`src/rtl/mem_access_unit.sv`:
```
// Load/store unit in front of a single-port word RAM without byte enables.
// Sub-word stores are read-modify-write; loads are lane-extracted and extended.
module mem_access_unit #(
    parameter int DATA_WIDTH = 32,
    parameter int ADDR_BITS  = 10
) (
    input  logic                  clk,
    input  logic                  rst,
    input  logic                  req_valid,
    output logic                  req_ready,
    input  logic                  req_we,
    input  logic [2:0]            req_funct3,
    input  logic [31:0]           req_addr,
    input  logic [31:0]           req_wdata,
    output logic                  rsp_valid,
    output logic                  rsp_err,
    output logic [31:0]           rsp_rdata,
    output logic [ADDR_BITS-1:0]  ram_addr,
    output logic [DATA_WIDTH-1:0] ram_din,
    input  logic [DATA_WIDTH-1:0] ram_dout,
    output logic                  ram_en,
    output logic                  ram_we
);

    typedef enum logic [1:0] {IDLE, LD_DATA, RMW_MERGE} state_t;

    state_t               state, state_nxt;
    logic [ADDR_BITS+1:0] addr_p0;
    logic [2:0]           funct3_p0;
    logic [15:0]          wdata_p0;
    logic                 accept, illegal, misaligned, req_err, is_sw;
    logic                 unused_addr_hi;

    function automatic logic [DATA_WIDTH-1:0] load_extract(
        input logic [DATA_WIDTH-1:0] word,
        input logic [1:0]            off,
        input logic [2:0]            f3
    );
        logic signed [7:0]  b;
        logic signed [15:0] h;
        logic [DATA_WIDTH-1:0] r;
        b = word[{off, 3'b000} +: 8];
        h = off[1] ? word[31:16] : word[15:0];
        case (f3[1:0])
            2'b00:   r = f3[2] ? {{(DATA_WIDTH-8){1'b0}}, b} : {{(DATA_WIDTH-8){b[7]}}, b};
            2'b01:   r = f3[2] ? {{(DATA_WIDTH-16){1'b0}}, h} : {{(DATA_WIDTH-16){h[15]}}, h};
            default: r = word;
        endcase
        return r;
    endfunction

    function automatic logic [DATA_WIDTH-1:0] store_merge(
        input logic [DATA_WIDTH-1:0] word,
        input logic [1:0]            off,
        input logic                  is_byte,
        input logic [15:0]           wdata
    );
        logic [DATA_WIDTH-1:0] r;
        r = word;
        if (is_byte)
            r[{off, 3'b000} +: 8] = wdata[7:0];
        else if (off[1])
            r[31:16] = wdata;
        else
            r[15:0] = wdata;
        return r;
    endfunction

    assign unused_addr_hi = ^req_addr[31:ADDR_BITS+2];

    assign req_ready  = (state == IDLE) && !rst;
    assign accept     = req_valid && req_ready;
    // 10x is BU/HU, which only exists as a load.
    assign illegal    = (req_funct3 == 3'b011) || (req_funct3[2:1] == 2'b11) ||
                        ((req_funct3[2:1] == 2'b10) && req_we);
    assign misaligned = ((req_funct3[1:0] == 2'b01) && req_addr[0]) ||
                        ((req_funct3[1:0] == 2'b10) && (req_addr[1:0] != 2'b00));
    assign req_err    = illegal || misaligned;
    assign is_sw      = req_we && (req_funct3 == 3'b010);

    always_comb begin
        state_nxt = state;
        ram_en    = 1'b0;
        ram_we    = 1'b0;
        ram_addr  = req_addr[ADDR_BITS+1:2];
        ram_din   = req_wdata;
        if (!rst) begin
            case (state)
                IDLE: begin
                    if (accept && !req_err) begin
                        ram_en = 1'b1;
                        if (is_sw)
                            ram_we = 1'b1;
                        else if (req_we)
                            state_nxt = RMW_MERGE;
                        else
                            state_nxt = LD_DATA;
                    end
                end
                LD_DATA: begin
                    ram_addr  = addr_p0[ADDR_BITS+1:2];
                    state_nxt = IDLE;
                end
                RMW_MERGE: begin
                    ram_en    = 1'b1;
                    ram_we    = 1'b1;
                    ram_addr  = addr_p0[ADDR_BITS+1:2];
                    ram_din   = store_merge(ram_dout, addr_p0[1:0], funct3_p0[1:0] == 2'b00, wdata_p0);
                    state_nxt = IDLE;
                end
                default: state_nxt = IDLE;
            endcase
        end
    end

    // Stage p0: request capture and response registers
    always_ff @(posedge clk) begin
        if (accept) begin
            addr_p0   <= req_addr[ADDR_BITS+1:0];
            funct3_p0 <= req_funct3;
            wdata_p0  <= req_wdata[15:0];
        end
    end

    always_ff @(posedge clk) begin
        if (rst) begin
            state     <= IDLE;
            rsp_valid <= 1'b0;
            rsp_err   <= 1'b0;
            rsp_rdata <= '0;
        end else begin
            state     <= state_nxt;
            rsp_valid <= (accept && (req_err || is_sw)) || (state == LD_DATA) || (state == RMW_MERGE);
            rsp_err   <= accept && req_err;
            rsp_rdata <= (state == LD_DATA) ? load_extract(ram_dout, addr_p0[1:0], funct3_p0) : '0;
        end
    end

endmodule

```
`config.mk`:
```
export PLATFORM = sky130hd
export DESIGN_NAME = mem_access_unit
export DESIGN_NICKNAME = d
export VERILOG_FILES = /design/src/rtl/mem_access_unit.sv
export SDC_FILE = /design/constraint.sdc
export NUM_CORES = 1
export LEC_CHECK = 0
export BUFFER_PORTS_ARGS = -buffer_cell sky130_fd_sc_hd__clkbuf_2
export CAP_MARGIN = 0
export CORE_AREA = 4 4 103 105
export CTS_CLUSTER_DIAMETER = 30
export CTS_CLUSTER_SIZE = 10
export DETAILED_ROUTE_END_ITERATION = 6
export DIE_AREA = 0 0 107 109
export PLACE_DENSITY_LB_ADDON = 0.1
export SLEW_MARGIN = 15
export SYNTH_ARGS = -nofsm -noshare
export SYNTH_HDL_FRONTEND = slang
export SYNTH_SLANG_ARGS = --single-unit
```
`constraint.sdc`:
```
create_clock -name clk -period 5.4 [get_ports clk]
set_input_delay 1.08 -clock clk [delete_from_list [all_inputs] [get_ports clk]]
set_output_delay 1.08 -clock clk [all_outputs]
set_load 0.02 [all_outputs]
```
==> out/qor.yml, run 1 <==
logic_synthesis:
  syn-num-nets: 576
  synth_edf_count: 31
  synth_seq_cells: 67
  synthCells: 465
  synth-async-reset-ratio_pct: 0
  syn_area_per_cell_um2: 9.264
  yosys_warnings: 0
  synth.cell_area_mm2: 0.004308
  yosysSeqAreaShare_pct: 38.34
  synth_ff_type: "dfxtp_1"
  ys_types: 49
power:
  p_leak_nw: 2.271
  seqPwrFrac_pct: 45.6
  power.clock.fraction_pct: 34.3
  switching_share_pct: 30.76
  power.share.combinational_pct: 20.1
  ir_worst_vdd_uv: 121.3
  p_per_area_mw_per_mm2: 232.1
  internal_power_uw: 856.5
  p_sw_uw: 380.5
final_layout:
  regArea_mm2: 0.001652
  layout-drive-gt1-share_pct: 37.97
  final_cells: 744
  fill_cells: 929
  area_growth_pct: 23.73
  diodes: 0
  layout.nets: 717
  multiInputGateArea_mm2: 0.002417
  post-route-util_pct: 55.30
outcome:
  status: "complete, no violations"
grt:
  use_met1_pct: 32.28
  use_met2_pct: 38.40
  grt_pass1_vias: 4100
  grt_max_degree: 47
  antenna_found_initial: 0
  use_met3_pct: 4.677
  grt_util_all_layers_pct: 23.47
  overflow: 0
  grt_pass1_wl_um: 21400
  top_usage_layer: "met2"
timing:
  period_needed_ps: 4378
  max_freq_mhz: 228.4
  worst_pin_slew_ps: 993.7
  tns_ps: 0
  clock_skew_ps: 11.25
  setup_viol: 0
  fin_crit_sh_pct: 81.08
  slew_viol_final: 0
  slew_headroom_pct: 33.75
  hold_viol: 0
  rsz0062_at_grt: "no"
critical_path:
  slowest_stage: "edfxtp_1"
  arrival_ps: 3300
  critPathRequiredTime_ps: 4320
  critPathCaptureType: "output pin"
  crit_type: "reg2out"
  slowest_delay_ps: 940
  crit_buf_inv: 2
  worstPathCellList: "inv_1, ha_1, nor2_2, nand3_1, a221oi_1, clkbuf_2"
  cp_max_fo: 19
  crit_path_start_kind: "flip-flop"
  crit_family: "flip-flops"
cts:
  cts_hold_buffers: 0
  cts.path.max_buffers: 2
  cts_setup_buffers: 0
  root_buffer: "clkbuf_8"
  clk_pin_slew_ps: 80
  cts_tree: "built"
  insertion_delay_ps: 350
  ctsResizeCount: 0
  tritoncts_num_sinks: 67
  numCtsBuffers: 9
  htreeDepth: 3
route:
  post_drt_via_cell_ratio: 5.743
  drc: 0
  first_pass_iters: 5
  drt_iter0_markers: 277
  antenna_left: 0
  wl_um: 13820
  wl_per_cell_um: 18.58
  vias: 4273
placement:
  dp_cells: 728
  gp_congestion: 0.9041
  dp_hpwl_um: 10430
  io_buffers: 161
floorplan:
  rows: 36
  dieArea_mm2: 0.01166
  pin_count: 182
  die_y_um: 109
  initial_core_util_pct: 44.69
  core_mm2: 0.009639
  die_w_um: 107
flow_run:
  maxCapViolCount: 0
min_path:
  hold_path_class: "reg2reg"
## state kept, by name (all words and copies together) (netlist names)
register,count
wdata_p0,16
funct3_p0,3
rsp_valid,1
rsp_err,1
addr_p0,12
state,2
rsp_rdata,32
## routing by layer
layer	part of all wire, %	up-vias	routed length, µm
met3	6.8	16	933
met1	45	2043	6215
met4	1.3	0	186
li1	-	2050	-
met2	47	164	6486
met5	0	-	0
## logic make-up (layout without fill, tap and decap cells)
| family | after synthesis | after routing | share of synthesized area, % |
|---|---|---|---|
| adder cells (fa/ha/maj) | 8 | 8 | 2.324 |
| buffers and inverters | 50 | 196 | 5.809 |
| AO/OA/AOI/OAI | 139 | 139 | 22.25 |
| flip-flops | 67 | 67 | 38.34 |
| AND/OR/NAND/NOR | 150 | 150 | 18.18 |
| multiplexers | 51 | 51 | 13.10 |
## power groups by stage
stage / Combinational (mW) / Clock (mW) / Sequential (mW)
floorplan: 0.144 / 0 / 0.576
global placement: 0.243 / 0 / 0.575
detailed placement: 0.245 / 0 / 0.576
CTS: 0.247 / 0.428 / 0.564
global route: 0.269 / 0.450 / 0.567
finish: 0.249 / 0.424 / 0.564
## tightest hold or removal path: stages, from the launching register on
cell and delay [ps]:
dfxtp_1 330, o311ai_0 90, nand2_1 50
## Yosys cell counts, drive strengths merged (2+ instances only)
cell | count | area share (%)
nand2 | 45 | 3.9
o21ai | 41 | 4.8
dfxtp | 36 | 17
mux2 | 33 | 8.6
edfxtp | 31 | 22
a221oi | 30 | 6.2
a21oi | 25 | 4.0
nor2 | 25 | 2.2
buf | 21 | 3.3
nand3 | 19 | 2.2
a31oi | 18 | 2.6
clkbuf | 17 | 1.5
mux2i | 17 | 3.9
nor2b | 16 | 2.3
inv | 12 | 1.0
nand4 | 12 | 1.7
and3b | 10 | 2.0
nand2b | 10 | 1.5
ha | 8 | 2.3
a22oi | 7 | 1.2
o211ai | 6 | 1.0
a311oi | 2 | 0.41
and2 | 2 | 0.29
and3 | 2 | 0.29
nand3b | 2 | 0.35
nor3b | 2 | 0.35
o31ai | 2 | 0.35
## layout by cell type (no fill, tap or decap), types with 8 or more instances in the layout
cell type	count
a31oi_1	18
nand4_1	12
nand2_1	45
nand3_1	19
clkbuf_2	161
dfxtp_1	36
nand2b_1	10
ha_1	8
mux2_2	33
mux2i_1	17
a21oi_1	15
a221oi_1	29
edfxtp_1	31
inv_1	12
clkbuf_8	9
nor2b_1	14
a21oi_2	9
and3b_1	10
nor2_1	24
o21ai_0	41
## through the flow
step	power (mW)	area (µm²)	hold slack, ps	setup slack, ps
finish	1.237	5330	510.4	1022
floorplan	0.7194	4308	472.2	1937
global placement	0.8176	5130	507.0	1390
detailed placement	0.8208	5130	499.9	1365
CTS	1.239	5321	514.4	1107
global route	1.286	5330	558.9	859.4
## area by class of cell
type / instances / share of cell area (%)
clock buffer: 9 / 2.324
clock inverter: 7 / 1.268
inverter: 12 / 0.8451
multi-input combinational: 348 / 45.35
sequential: 67 / 30.99
tap: 133 / 3.122
timing repair buffer: 168 / 16.10
## path summary, 6_finish.rpt
check | start | endpoint | slack [ps] | depth (start not counted)
worst min register to register | state[0]$_SDFFE_PP0P_ | state[0]$_SDFFE_PP0P_ | 510 | 2
worst max-delay path | addr_p0[1]$_DFFE_PP_ | ram_din[12] | 1020 | 6
worst min-delay path | state[0]$_SDFFE_PP0P_ | state[0]$_SDFFE_PP0P_ | 510 | 2
worst max register to register | addr_p0[1]$_DFFE_PP_ | rsp_rdata[31]$_SDFF_PP0_ | 2660 | 4
Power figures use the tool's default switching activity.
==> run 2: changes to the inputs <==
==> constraint.sdc (replaced) <==
create_clock -name clk -period 4.3 [get_ports clk]
set_input_delay 0.86 -clock clk [delete_from_list [all_inputs] [get_ports clk]]
set_output_delay 0.86 -clock clk [all_outputs]
set_load 0.02 [all_outputs]
==> out/qor.yml, run 2 (synthesis results as in run 1) <==
grt:
  antenna_found_initial: 0  # unchanged
  overflow: 0  # unchanged
  grt_pass1_wl_um: 21420  # was 21400 µm
  grt_pass1_vias: 4146  # was 4100
  grt_max_degree: 62  # was 47
  grt_util_all_layers_pct: 23.43  # was 23.47%
critical_path:
  ff2ff_path_depth: 7  # was 4
  critPathCaptureType: "output pin"  # unchanged
  timing.rr.end: "wdata_p0[7]$_DFFE_PP_"  # was rsp_rdata[31]$_SDFF_PP0_
  crit_path_start_kind: "flip-flop"  # unchanged
  crit_type: "reg2out"  # unchanged
  rrSetupSlack_ps: 2110  # was 2660 ps
  arrival_ps: 2800  # was 3300 ps
  critPathRequiredTime_ps: 3440  # was 4320 ps
  r2r-start: "state[0]$_SDFFE_PP0P_"  # was addr_p0[1]$_DFFE_PP_
  cp_max_fo: 19  # unchanged
route:
  wl_per_cell_um: 18.25  # was 18.58 µm
  antenna_left: 0  # unchanged
  vias: 4312  # was 4273
  first_pass_iters: 4  # was 5
  drc: 0  # unchanged
  post_drt_via_cell_ratio: 5.788  # was 5.743
  wl_um: 13590  # was 13820 µm
  drt_iter0_markers: 270  # was 277
final_layout:
  diodes: 0  # unchanged
  reg_top3: "rsp_rdata x32, wdata_p0 x16, addr_p0 x12"  # unchanged
  final_common_cell: "clkbuf_2"  # unchanged
  layout-drive-gt1-share_pct: 38.07  # was 37.97%
  largest_reg_flops: 32  # unchanged
  layout_common_cells: "clkbuf_2, nand2_1, o21ai_0"  # unchanged
  area_growth_pct: 24.16  # was 23.73%
  top_register: "rsp_rdata"  # unchanged
  layout.nets: 718  # was 717
placement:
  gp_congestion: 0.9120  # was 0.9041
  io_buffers: 161  # unchanged
  dp_hpwl_um: 10250  # was 10430 µm
cts:
  htreeDepth: 3  # unchanged
  insertion_delay_ps: 350  # about the same
  ctsResizeCount: 0  # unchanged
  tritoncts_num_sinks: 67  # unchanged
  numCtsBuffers: 9  # unchanged
  cts_tree: "built"  # unchanged
  cts.path.max_buffers: 2  # unchanged
  root_buffer: "clkbuf_8"  # unchanged
  clk_pin_slew_ps: 80  # about the same
  cts_setup_buffers: 0  # unchanged
  cts_hold_buffers: 0  # unchanged
timing:
  timing.hold.ws_ps: 542.6  # was 510.4 ps
  hold_viol: 0  # unchanged
  clock_skew_ps: 8.436  # was 11.25 ps
  rsz0062_at_grt: "no"  # unchanged
  slew_viol_final: 0  # unchanged
  period_needed_ps: 3662
  tns_ps: 0  # unchanged
  fin_crit_sh_pct: 85.17
  slew_headroom_pct: 21.24  # was 33.75%
  setup_viol: 0  # unchanged
  worst_pin_slew_ps: 1177  # was 993.7 ps
  max_freq_mhz: 273.1
power:
  switching_share_pct: 29.94  # was 30.76%
  p_sw_uw: 466.3  # was 380.5 µW
  power.clock.fraction_pct: 34.6  # was 34.3%
  p_per_area_mw_per_mm2: 291.2  # was 232.1 mW/mm²
  power.share.combinational_pct: 20.3  # was 20.1%
  internal_power_mw: 1.091  # was 856.5 µW
  p_leak_nw: 2.284  # was 2.271 nW
  ir_worst_vdd_uv: 144.4  # was 121.3 µV
  seqPwrFrac_pct: 45.2  # was 45.6%
min_path:
  hp-start: "state[0]$_SDFFE_PP0P_"  # unchanged
  min_to: "state[0]$_SDFFE_PP0P_"  # unchanged
  hold_path_class: "reg2reg"  # unchanged
  holdPathStages: 2  # unchanged
floorplan:
  core_mm2: 0.009639  # unchanged
  initial_core_util_pct: 44.69  # unchanged
  dieArea_mm2: 0.01166  # unchanged
  rows: 36  # unchanged
  pin_count: 182  # unchanged
  die_y_um: 109  # unchanged
  die_w_um: 107  # unchanged
outcome:
  status: "complete, no violations"  # unchanged
flow_run:
  maxCapViolCount: 0  # unchanged
[run 2: critical path, cell delays in order, from the launching register on]
cell and delay [ps]:
edfxtp_1 590, inv_1 160, ha_1 310, nor2_2 600, nand3_1 160, a221oi_1 390, clkbuf_2 240
[run 2: worst max-delay path by stage]
| stage | to | slack (ps) | cells past startpoint | startpoint |
|---|---|---|---|---|
| 2_1_floorplan | ram_din[10] | 1070 | 8 | addr_p0[1]$_DFFE_PP_ |
| 3_3_place_gp | ram_din[12] | 830 | 5 | rst |
| 3_5_place_dp | ram_din[28] | 780 | 5 | rst |
| 4_1_cts | ram_din[12] | 680 | 6 | addr_p0[0]$_DFFE_PP_ |
| 5_1_grt | ram_din[12] | 430 | 6 | addr_p0[0]$_DFFE_PP_ |
| 6_report | ram_din[12] | 640 | 6 | addr_p0[0]$_DFFE_PP_ |
[run 2: routing by layer]
layer  wire length (µm)  global-route usage [%]
met1               5990                   31.53
met5                  0                       0
met2               6430                   38.08
met3                996                   4.973
met4                177                   6.941
[run 2: cell type report]
class                   instances  area [µm²]
fillers                       955        4290
multi-input cells             348        2415
flip-flops and latches         67        1652
repair buffers                169       865.8
clock buffers                  12       177.7
well taps                     133       166.4
inverters                      12       45.04
clock inverters                 4       27.53
[run 2: through the flow]
| step | area [µm²] | power (mW) | utilization (%) | cells | setup slack [ps] |
|---|---|---|---|---|---|
| after floorplan | 4308 | 0.9035 | - | 465 | 1068 |
| after global placement | 5137 | 1.027 | 53.30 | 729 | 829.6 |
| after detailed placement | 5137 | 1.031 | 53.30 | 729 | 784.3 |
| after CTS | 5343 | 1.571 | 55.43 | 745 | 676.7 |
| after global routing | 5349 | 1.631 | 55.49 | 745 | 425.5 |
| final | 5349 | 1.558 | 55.49 | 745 | 637.7 |
[run 2: power by group through the flow]
stage,clock network (mW),logic (mW),registers (mW)
floorplan,0,0.181,0.723
global placement,0,0.310,0.717
detailed placement,0,0.313,0.718
CTS,0.553,0.315,0.703
global route,0.581,0.344,0.706
finish,0.538,0.316,0.703
